==> src/rtl/error_check_pkg.sv <==
// Shared definitions for the answer responder: FSM encoding, data width and
// parameter defaults.
package error_check_pkg;

    localparam int DATA_W              = 4;
    localparam int FIFO_DEPTH_DEFAULT  = 4;
    localparam int RESP_DELAY_DEFAULT  = 2;
    localparam int STALL_LIMIT_DEFAULT = 255;

    typedef enum logic [1:0] {
        IDLE    = 2'b00,
        COMPUTE = 2'b01,
        PRESENT = 2'b10
    } state_t;

endpackage

==> src/rtl/question_fifo.sv <==
// Power-of-two circular FIFO holding questions until the responder FSM pops them.
// Pointers wrap naturally because DEPTH is a power of two.
module question_fifo #(
    parameter int DEPTH = 4,
    parameter int WIDTH = 4
) (
    input  logic             clk,
    input  logic             reset,
    input  logic             push,
    input  logic [WIDTH-1:0] push_data,
    input  logic             pop,
    output logic [WIDTH-1:0] head_data,
    output logic             full,
    output logic             empty
);

    localparam int PTR_W = (DEPTH > 1) ? $clog2(DEPTH) : 1;
    localparam logic [PTR_W:0] FULL_COUNT = (PTR_W + 1)'(DEPTH);

    logic [WIDTH-1:0] mem [DEPTH];
    logic [PTR_W-1:0] wr_ptr;
    logic [PTR_W-1:0] rd_ptr;
    logic [PTR_W:0]   count;
    logic             do_push;
    logic             do_pop;

    assign full      = (count == FULL_COUNT);
    assign empty     = (count == '0);
    assign do_push   = push & ~full;
    assign do_pop    = pop & ~empty;
    assign head_data = mem[rd_ptr];

    always_ff @(posedge clk) begin
        if (do_push) begin
            mem[wr_ptr] <= push_data;
        end
    end

    always_ff @(posedge clk or negedge reset) begin
        if (!reset) begin
            wr_ptr <= '0;
            rd_ptr <= '0;
            count  <= '0;
        end else begin
            if (do_push) begin
                wr_ptr <= wr_ptr + PTR_W'(1);
            end
            if (do_pop) begin
                rd_ptr <= rd_ptr + PTR_W'(1);
            end
            case ({do_push, do_pop})
                2'b10:   count <= count + (PTR_W + 1)'(1);
                2'b01:   count <= count - (PTR_W + 1)'(1);
                default: count <= count;
            endcase
        end
    end

endmodule

==> src/rtl/answer_responder.sv <==
// Queues 4-bit questions, computes each answer after a fixed delay and presents it
// on a valid/ready handshake, dropping answers that stall for too long.
module answer_responder
    import error_check_pkg::*;
#(
    parameter int FIFO_DEPTH  = FIFO_DEPTH_DEFAULT,
    parameter int RESP_DELAY  = RESP_DELAY_DEFAULT,
    parameter int STALL_LIMIT = STALL_LIMIT_DEFAULT
) (
    input  logic              clk,
    input  logic              reset,
    input  logic              q_valid,
    input  logic [DATA_W-1:0] q_data,
    output logic              q_ready,
    output logic              a_valid,
    output logic [DATA_W-1:0] a_data,
    input  logic              a_ready,
    input  logic              corrupt,
    output logic              busy,
    output logic [7:0]        answered_count,
    output logic              stall_err
);

    localparam logic [3:0] DELAY_LOAD = 4'(RESP_DELAY - 1);
    localparam logic [7:0] STALL_LAST = 8'(STALL_LIMIT - 1);

    logic [1:0]        rst_sync;
    logic              fsm_rst_n;
    state_t            state, state_next;
    logic [3:0]        delay_cnt, delay_next;
    logic [7:0]        stall_cnt, stall_next;
    logic [DATA_W-1:0] ans_reg, ans_next;
    logic [DATA_W-1:0] head_data;
    logic [DATA_W-1:0] mapped;
    logic              fifo_full;
    logic              fifo_empty;
    logic              pop;
    logic              handshake;
    logic              drop;

    // Assertion is immediate; release reaches the FSM only after two clean edges.
    always_ff @(posedge clk or negedge reset) begin
        if (!reset) begin
            rst_sync <= 2'b00;
        end else begin
            rst_sync <= {rst_sync[0], 1'b1};
        end
    end

    assign fsm_rst_n = rst_sync[1];

    question_fifo #(
        .DEPTH (FIFO_DEPTH),
        .WIDTH (DATA_W)
    ) u_fifo (
        .clk       (clk),
        .reset     (reset),
        .push      (q_valid & q_ready),
        .push_data (q_data),
        .pop       (pop),
        .head_data (head_data),
        .full      (fifo_full),
        .empty     (fifo_empty)
    );

    assign mapped = {head_data[2] ^ head_data[3],
                     head_data[1] ^ head_data[2],
                     head_data[0] ^ head_data[1],
                     ~head_data[0]};

    always_comb begin
        state_next = state;
        delay_next = delay_cnt;
        stall_next = stall_cnt;
        ans_next   = ans_reg;
        pop        = 1'b0;
        handshake  = 1'b0;
        drop       = 1'b0;
        unique case (state)
            IDLE: begin
                if (!fifo_empty && fsm_rst_n) begin
                    pop        = 1'b1;
                    ans_next   = mapped ^ {{(DATA_W - 1){1'b0}}, corrupt};
                    delay_next = DELAY_LOAD;
                    state_next = COMPUTE;
                end
            end
            COMPUTE: begin
                if (delay_cnt == 4'd0) begin
                    stall_next = 8'd0;
                    state_next = PRESENT;
                end else begin
                    delay_next = delay_cnt - 4'd1;
                end
            end
            PRESENT: begin
                if (a_ready) begin
                    handshake  = 1'b1;
                    state_next = IDLE;
                end else if (stall_cnt == STALL_LAST) begin
                    drop       = 1'b1;
                    state_next = IDLE;
                end else begin
                    stall_next = stall_cnt + 8'd1;
                end
            end
            default: state_next = IDLE;
        endcase
    end

    always_ff @(posedge clk or negedge fsm_rst_n) begin
        if (!fsm_rst_n) begin
            state     <= IDLE;
            delay_cnt <= 4'd0;
            stall_cnt <= 8'd0;
            ans_reg   <= '0;
        end else begin
            state     <= state_next;
            delay_cnt <= delay_next;
            stall_cnt <= stall_next;
            ans_reg   <= ans_next;
        end
    end

    always_ff @(posedge clk or negedge fsm_rst_n) begin
        if (!fsm_rst_n) begin
            answered_count <= 8'd0;
            stall_err      <= 1'b0;
        end else begin
            if (handshake && answered_count != 8'hFF) begin
                answered_count <= answered_count + 8'd1;
            end
            if (drop) begin
                stall_err <= 1'b1;
            end
        end
    end

    assign q_ready = ~fifo_full;
    assign a_valid = (state == PRESENT);
    assign a_data  = a_valid ? ans_reg : '0;
    assign busy    = ~fifo_empty | (state != IDLE);

endmodule

==> config.mk <==
export PLATFORM = sky130hd
export DESIGN_NAME = answer_responder
export DESIGN_NICKNAME = d
export VERILOG_FILES = /design/src/rtl/error_check_pkg.sv /design/src/rtl/question_fifo.sv /design/src/rtl/answer_responder.sv
export SDC_FILE = /design/constraint.sdc
export NUM_CORES = 1
export LEC_CHECK = 0
export BUFFER_PORTS_ARGS = -buffer_cell sky130_fd_sc_hd__buf_4
export CAP_MARGIN = 10
export CORE_UTILIZATION = 55
export CTS_BUF_LIST = sky130_fd_sc_hd__clkbuf_8
export CTS_CLUSTER_DIAMETER = 60
export DETAILED_ROUTE_END_ITERATION = 12
export MAX_ROUTING_LAYER = met4
export PLACE_DENSITY = 0.8
export SYNTH_ARGS = -nofsm -noshare
export SYNTH_HDL_FRONTEND = slang
export SYNTH_SLANG_ARGS = --single-unit
==> constraint.sdc <==
create_clock -name clk -period 0.94 [get_ports clk]
set_input_delay 0.141 -clock clk [delete_from_list [all_inputs] [get_ports clk]]
set_output_delay 0.141 -clock clk [all_outputs]
set_load 0.1 [all_outputs]
==> flow_summary.json, run 1 <==
{
  "numCtsBuffers": 5,
  "cts_buffer_depth": 2,
  "synth-compound-area-share_pct": 8.41,
  "status": "stopped before the end",
  "worst_endpoint": "u_fifo.count[2]$_DFFE_PN0P_/D",
  "io_pins": 25,
  "place_ws_ns": -0.882,
  "ys_seq_elements": 52,
  "die_w_microns": 68.6,
  "synthesis.area_sq_um": 2440,
  "htreeDepth": 2,
  "place_congestion": 0.819,
  "root_buffer": "clkbuf_8",
  "synth_top_family_by_area": "simple AND/OR/NAND/NOR gates",
  "mappedNetlistNets": 216,
  "yosys_warnings": 0,
  "synth_xor_xnor_area_share_pct": 6.11,
  "failed_stage": "global routing (5_1_grt)",
  "antenna_found_initial": 0,
  "port_buffers": 24,
  "toolErrorMsg": "[ERROR DPL-0033] detailed placement checks failed during check placement.",
  "synth_adder_area_share_pct": 5.95,
  "grt_max_degree": 29,
  "synthFlopType": "dfrtp_1",
  "yosysUniqueCellTypes": 46,
  "yosys-mux-area-fraction_pct": 5.44,
  "cts_num_sinks": 52,
  "num_rows": 23,
  "yosysSeqAreaShare_pct": 56.6,
  "worst-ep-kind": "register input",
  "async_flop_share_pct": 69.2,
  "dp_hpwl_mm": 3.96,
  "synth_edf_count": 16,
  "start_util_pct": 59.3,
  "syn_avg_cell_area_sq_um": 12.4,
  "die-height_microns": 68.6,
  "synthSimpleGateAreaFrac_pct": 14.5,
  "syn_inst": 196,
  "post-place-cells": 321
}
==> cell usage after synthesis, types with 2 or more instances <==
cell type  count  area share, %
mux4_2         4            3.7
a21oi_1        5            1.0
xor2_1         9            3.2
dfrtp_1       36             37
nor2b_1        2           0.51
ha_1          10            5.1
nand2b_1       4            1.0
inv_1         13            2.0
nor3b_1        2           0.62
nor2_1        10            1.5
mux2i_1        2           0.82
o21ai_0        7            1.4
nand2_1       14            2.2
mux2_2         2           0.92
nand3_1        7            1.4
nor3_1         4           0.82
and3_1         6            1.5
xnor2_1        8            2.9
edfxtp_1      16             20
a31oi_1        4            1.0
a41oi_1        2           0.72
and2_1         5            1.3
==> metrics by stage <==
stage / area [sq um] / setup TNS [ns]
after global placement: 3220 / -24.00
after CTS: 3790 / -28.99
after detailed placement: 3220 / -26.35
after floorplan: 2600 / -25.89
==> logic make-up after synthesis <==
group                    after synthesis
XOR/XNOR                              17
AND/OR/NAND/NOR                       63
buffers and inverters                 15
multiplexers                           8
AO/OA/AOI/OAI                         29
adder cells (fa/ha/maj)               11
other                                  1
flip-flops                            52
==> what timing repair did <==
item,4_1_cts
pin swaps,20
hold endpoints to repair,9
resized for setup,86
gates cloned,1
setup endpoints to repair,66
setup buffers,15
hold buffers,1
==> run 2, diff against run 1 <==
--- a/config.mk
+++ b/config.mk
@@ -7,12 +7,9 @@
 export LEC_CHECK = 0
 export BUFFER_PORTS_ARGS = -buffer_cell sky130_fd_sc_hd__buf_4
 export CAP_MARGIN = 10
-export CORE_UTILIZATION = 55
-export CTS_BUF_LIST = sky130_fd_sc_hd__clkbuf_8
-export CTS_CLUSTER_DIAMETER = 60
+export CORE_UTILIZATION = 40
 export DETAILED_ROUTE_END_ITERATION = 12
-export MAX_ROUTING_LAYER = met4
-export PLACE_DENSITY = 0.8
+export PLACE_DENSITY_LB_ADDON = 0.15
 export SYNTH_ARGS = -nofsm -noshare
 export SYNTH_HDL_FRONTEND = slang
 export SYNTH_SLANG_ARGS = --single-unit
==> constraint.sdc (replaced) <==
create_clock -name clk -period 1.2 [get_ports clk]
set_input_delay 0.18 -clock clk [delete_from_list [all_inputs] [get_ports clk]]
set_output_delay 0.18 -clock clk [all_outputs]
set_load 0.1 [all_outputs]
==> flow_summary.json, run 2 <==
{
  "regMostFlops": "u_fifo.mem",
  "cts_buffer_depth": 2,
  "layout_commonest_cell": "buf_4",
  "wl_per_cell_microns": 14.0,
  "place_congestion": 0.793,
  "timing.hold.ws_ns": 0.0603,
  "yosysUniqueCellTypes": 46,
  "synthFlopType": "dfrtp_1",
  "dr.first_iter.drc_count": 48,
  "grt_usage_pct": 18.0,
  "status": "finished, violations left",
  "p_leak_uw": 0.00176,
  "drv_slew": 0,
  "io_pins": 25,
  "start_util_pct": 41.4,
  "syn_inst": 196,
  "synth_common_cells": "36 x dfrtp_1, 16 x edfxtp_1, 14 x nand2_1",
  "synth_xor_xnor_area_share_pct": 6.11,
  "max_cap_viol_count": 0,
  "end_kind": "flip-flop",
  "cp_cell_sequence": "or3_4, nand3_4, inv_4, ha_4, inv_2, fa_2, xor2_1, nor2_1, xor2_1",
  "synth_adder_area_share_pct": 5.95,
  "wl_mm": 5.20,
  "synthesis.area_sq_um": 2440,
  "htreeDepth": 2,
  "p_per_area_nw_per_um2": 2230,
  "cts_tree": "yes",
  "dp_hpwl_mm": 3.45,
  "clock_latency_ns": 0.31,
  "numCtsBuffers": 5,
  "via_per_inst": 4.88,
  "num_rows": 28,
  "largest_registers": "u_fifo.mem x16, answered_count x8, stall_cnt x8",
  "fin_nets": 317,
  "clock_skew_ns": 0.0126,
  "mappedNetlistNets": 216,
  "yosys_warnings": 0,
  "mostFrequentLayoutCells": "57 x buf_4, 26 x dfrtp_1, 20 x buf_6",
  "yosys-mux-area-fraction_pct": 5.44,
  "setup_viol": 64,
  "worstPathMaxFanout": 3,
  "overflow": 0,
  "cts_num_sinks": 52,
  "largest_reg_flops": 16,
  "post-place-cells": 347,
  "nFillCells": 445,
  "finalNonFillerCells": 373,
  "crit_slowest_cell": "dfrtp_1",
  "grt_pass1_vias": 1900,
  "async_flop_share_pct": 69.2,
  "antenna_found_initial": 0,
  "synth_edf_count": 16,
  "violations": "negative setup slack",
  "cp-start-kind": "flip-flop",
  "synth-compound-area-share_pct": 8.41,
  "drive_gt1_share_pct": 58.1,
  "hold_viol": 0,
  "hold_class": "input port to flip-flop",
  "yosysMostFrequentCell": "dfrtp_1",
  "fin_ws_ns": -0.615,
  "num_vias": 1822,
  "synthSimpleGateAreaFrac_pct": 14.5,
  "path_clk_slew_ns": 0.10,
  "ys_seq_elements": 52,
  "slowest_delay_ns": 0.43,
  "vdd_drop_max_v": 0.00136,
  "drc": 0,
  "syn_to_final_growth_pct": 61.4,
  "synth_top_family_by_area": "simple AND/OR/NAND/NOR gates",
  "die_w_microns": 80.1,
  "fmax_ghz": 0.551,
  "coreArea_sq_um": 5890,
  "firstDrtPassIters": 4,
  "ant_nets": 0,
  "root_buffer": "clkbuf_8",
  "arrival_ns": 2.01,
  "die_area_sq_um": 6410,
  "die-height_microns": 80.1,
  "yosys.area.top_type_share_pct": 36.9,
  "grt_pass1_wl_mm": 8.64,
  "crit_required_ns": 1.40,
  "grt_max_degree": 28,
  "yosysSeqAreaShare_pct": 56.6,
  "period_share_pct": 151,
  "worst-setup-path-type": "flip-flop to flip-flop",
  "yosys.area.top_type": "dfrtp_1",
  "finalCriticalPeriod_ns": 1.82,
  "port_buffers": 24,
  "antenna_cells": 0,
  "syn_avg_cell_area_sq_um": 12.4,
  "synth_area_leaders": "dfrtp_1 37%, edfxtp_1 20%, ha_1 5.1%, mux4_2 3.7%, xor2_1 3.2%",
  "rsz0062_at_grt": "true",
  "critPathMostFrequentCell": "xor2_1"
}
[run 2: cell counts after synthesis]
Identical to the previous run, type by type.
[run 2: cell families (layout without fill, tap and decap cells)]
kind of cell,Yosys count,count (layout)
AND/OR/NAND/NOR,63,63
buffers and inverters,15,117
adder cells (fa/ha/maj),11,11
AO/OA/AOI/OAI,29,29
multiplexers,8,8
flip-flops,52,52
XOR/XNOR,17,17
other,1,1
[run 2: area by class of cell]
| type | instances | area [sq um] | share of cell area [%] |
|---|---|---|---|
| Sequential cell | 52 | 1410 | 35.9 |
| Timing Repair Buffer | 96 | 1020 | 26.0 |
| Multi-Input combinational cell | 129 | 1260 | 32.0 |
| Tap cell | 75 | 93.8 | 2.38 |
| Inverter | 13 | 56.3 | 1.43 |
| Clock buffer | 5 | 68.8 | 1.75 |
| Clock inverter | 3 | 21.3 | 0.540 |
[run 2: final timing paths]
kind	cells after the start	to	slack, ns	startpoint
min reg2reg	0	rst_sync[1]	0.38	rst_sync[0]
min	1	u_fifo.mem[1][1]	0.06	q_data[1]
min in group asynchronous	2	u_fifo.rd_ptr[1]	0.21	reset
max	9	u_fifo.count[2]	-0.62	u_fifo.count[2]
max reg2reg	9	u_fifo.count[2]	-0.62	u_fifo.count[2]
max in group asynchronous	2	answered_count[5]	0.44	rst_sync[1]
[run 2: stage by stage]
stage / total power [uW] / instance area [sq um] / util (%) / setup TNS [ns] / worst slack (ns)
6_report: 8800 / 3940 / 66.9 / -13.55 / -0.615
2_1_floorplan: 5350 / 2590 / - / -11.94 / -0.873
4_1_cts: 8630 / 3840 / 65.3 / -13.42 / -0.574
3_3_place_gp: 6600 / 3250 / 55.2 / -10.65 / -0.590
5_1_grt: 9340 / 3940 / 66.9 / -17.23 / -0.708
3_5_place_dp: 6660 / 3250 / 55.2 / -11.34 / -0.603
[run 2: report_power, final]
part           leakage, uW  internal, uW  switching [uW]
clock network    0.0000407           413             600
logic              0.00113          2620            2470
registers         0.000595          2330             354
total              0.00176          5370            3430
[run 2: layer usage]
layer	wire length, microns	global-route usage [%]
met1	2370	23.0
met2	2600	29.4
met3	129	4.20
met4	104	7.14
met5	0	0
[run 2: critical path, delay by kind of cell, from the launching register on]
family / cells / cell delay (ns)
adders and majority gates: 2 / 0.33
buffers and inverters: 2 / 0.08
xor gates and xnor gates: 2 / 0.29
and+or+nand+nor: 3 / 0.57
DFF: 1 / 0.43
[run 2: timing repair]
item / 4_1_cts / 5_1_grt
setup buffers: 14 / 12
gates resized for setup: 94 / 18
pin swaps: 30 / 10
setup endpoints to repair: 63 / 64
hold buffers: 1 / 0
endpoints found under the hold margin: 9 / 0
Power figures use the tool's default switching activity.
==> run 3, diff against run 2 <==
--- a/config.mk
+++ b/config.mk
@@ -6,7 +6,9 @@
 export NUM_CORES = 1
 export LEC_CHECK = 0
 export BUFFER_PORTS_ARGS = -buffer_cell sky130_fd_sc_hd__buf_4
-export CAP_MARGIN = 10
+export CAP_MARGIN = 20
+export CELL_PAD_IN_SITES_DETAIL_PLACEMENT = 1
+export CELL_PAD_IN_SITES_GLOBAL_PLACEMENT = 2
 export CORE_UTILIZATION = 40
 export DETAILED_ROUTE_END_ITERATION = 12
 export PLACE_DENSITY_LB_ADDON = 0.15
==> flow_summary.json, run 3 (synthesis gave the netlist of run 2 again) <==
{
  "grt_pass1_wl_mm": 10.7,
  "place_ws_ns": -0.667,
  "p_seq_share_pct": 28.2,
  "violations": "negative setup slack",
  "power.internal_uw": 5730,
  "die-height_microns": 80.1,
  "worstPathMaxFanout": 3,
  "dp_hpwl_mm": 4.41,
  "antenna_cells": 0,
  "drv_slew": 0,
  "drive_gt1_share_pct": 60.6,
  "numCtsBuffers": 5,
  "via_per_inst": 5.30,
  "mostFrequentLayoutCells": "66 x buf_4, 26 x dfrtp_1, 26 x buf_6",
  "path_clk_slew_ns": 0.10,
  "dr.first_iter.drc_count": 137,
  "syn_to_final_growth_pct": 64.1,
  "drc": 0,
  "fin_area_sq_um": 4000,
  "placed_area_sq_um": 3270,
  "grt_max_degree": 28,
  "finalCriticalPeriod_ns": 1.92,
  "htreeDepth": 2,
  "pwr-share-clk_pct": 10.8,
  "grt_usage_pct": 22.9,
  "cp-start-kind": "flip-flop",
  "largest_reg_flops": 16,
  "wl_mm": 7.86,
  "worst-setup-path-type": "flip-flop to flip-flop",
  "clock_skew_ns": 0.00885,
  "end_kind": "flip-flop",
  "fin_ws_ns": -0.720,
  "fin_nets": 329,
  "arrival_ns": 2.16,
  "max_cap_viol_count": 0,
  "die_w_microns": 80.1,
  "hold_class": "input port to flip-flop",
  "place_congestion": 0.855,
  "largest_registers": "u_fifo.mem x16, answered_count x8, stall_cnt x8",
  "clock_latency_ns": 0.32,
  "cts_num_sinks": 52,
  "status": "finished, violations left",
  "port_buffers": 24,
  "pwr-share-comb_pct": 61.1,
  "antenna_found_initial": 0,
  "power.net_switching_uw": 4010,
  "p_leak_uw": 0.00181,
  "setup_viol": 64,
  "io_pins": 25,
  "cts_tree": "yes",
  "crit_required_ns": 1.44,
  "start_util_pct": 41.4,
  "coreArea_sq_um": 5890,
  "post-place-cells": 349,
  "layout_commonest_cell": "buf_4",
  "cts_buffer_depth": 2,
  "rsz0062_at_grt": "true",
  "overflow": 0,
  "num_vias": 2040,
  "hold_viol": 0,
  "num_rows": 28,
  "root_buffer": "clkbuf_8",
  "die_area_sq_um": 6410,
  "power.share.switching_pct": 41.2,
  "fmax_ghz": 0.521,
  "firstDrtPassIters": 4,
  "vdd_drop_max_v": 0.00176,
  "period_share_pct": 160,
  "wl_per_cell_microns": 20.4,
  "finalNonFillerCells": 385,
  "p_per_area_nw_per_um2": 2440,
  "regMostFlops": "u_fifo.mem",
  "grt_pass1_vias": 2199,
  "power.total_uw": 9750,
  "ant_nets": 0
}
run 3: cell types whose count changed in the layout (fill, tap and decap cells not counted), moves of 2 or more:
cell     before  now
nor3_2        0    3
buf_12       18   15
xnor2_2       1    5
a41oi_1       0    2
buf_6        20   26
buf_4        57   66
nor3_4        3    0
a41oi_2       2    0
xnor2_1       7    3
run 3: final timing paths:
kind                            slack, ns  depth (start not counted)             from                end
worst max-delay path                -0.72                         10  u_fifo.count[2]    u_fifo.count[2]
worst min-delay path                 0.06                          1        q_data[3]   u_fifo.mem[1][3]
worst max register to register      -0.72                         10  u_fifo.count[2]    u_fifo.count[2]
worst min register to register       0.37                          0      rst_sync[0]        rst_sync[1]
max in group asynchronous            0.41                          2      rst_sync[1]  answered_count[5]
min in group asynchronous            0.22                          2            reset        rst_sync[0]
run 3: critical path: stages, from the launching register on:
cell	delay [ns]
dfrtp_1	0.45
buf_6	0.14
nand3_4	0.06
and2_4	0.16
inv_2	0.07
ha_4	0.13
inv_2	0.04
fa_2	0.33
xor2_1	0.17
nor2_1	0.13
xor2_1	0.15
run 3: area by class of cell:
cell class                      count  area, sq um
Multi-Input combinational cell    129         1250
Timing Repair Buffer              108         1100
Fill cell                         562         1880
Tap cell                           75         93.8
Clock buffer                        5         68.8
Inverter                           13         53.8
Clock inverter                      3         23.8
Sequential cell                    52         1410
run 3: power groups by stage:
stage,Sequential (uW),Combinational [uW],Clock [uW]
after global routing,2790,6280,1130
after global placement,2640,3950,0
after detailed placement,2690,4210,0
after CTS,2700,5190,1050
after floorplan,3060,2290,0
final,2750,5950,1050
run 3: metal layers:
metal  GRT usage [%]  part of all wire (%)  vias up
li1                -                     -      918
met4            6.79                   2.3        0
met1            24.8                    38     1047
met2            44.6                    57       54
met3            4.43                   3.2       21
met5               0                     0        -
run 3: metrics by stage:
stage	setup TNS, ns	hold WS, ns	utilization, %
finish	-19.54	0.0633	68.0
detailed placement	-12.75	0.0171	55.5
CTS	-14.05	0.0617	64.8
global placement	-11.28	0.00731	55.5
floorplan	-11.94	-0.116	-
global route	-21.87	0.0525	68.0
run 3: what timing repair did:
action                                  4_1_cts  5_1_grt
pin swaps                                    24       13
endpoints found under the setup margin       63       64
hold endpoints to repair                      9        0
buffers inserted                             15       21
resized for setup                            89       25
hold buffers                                  1        0
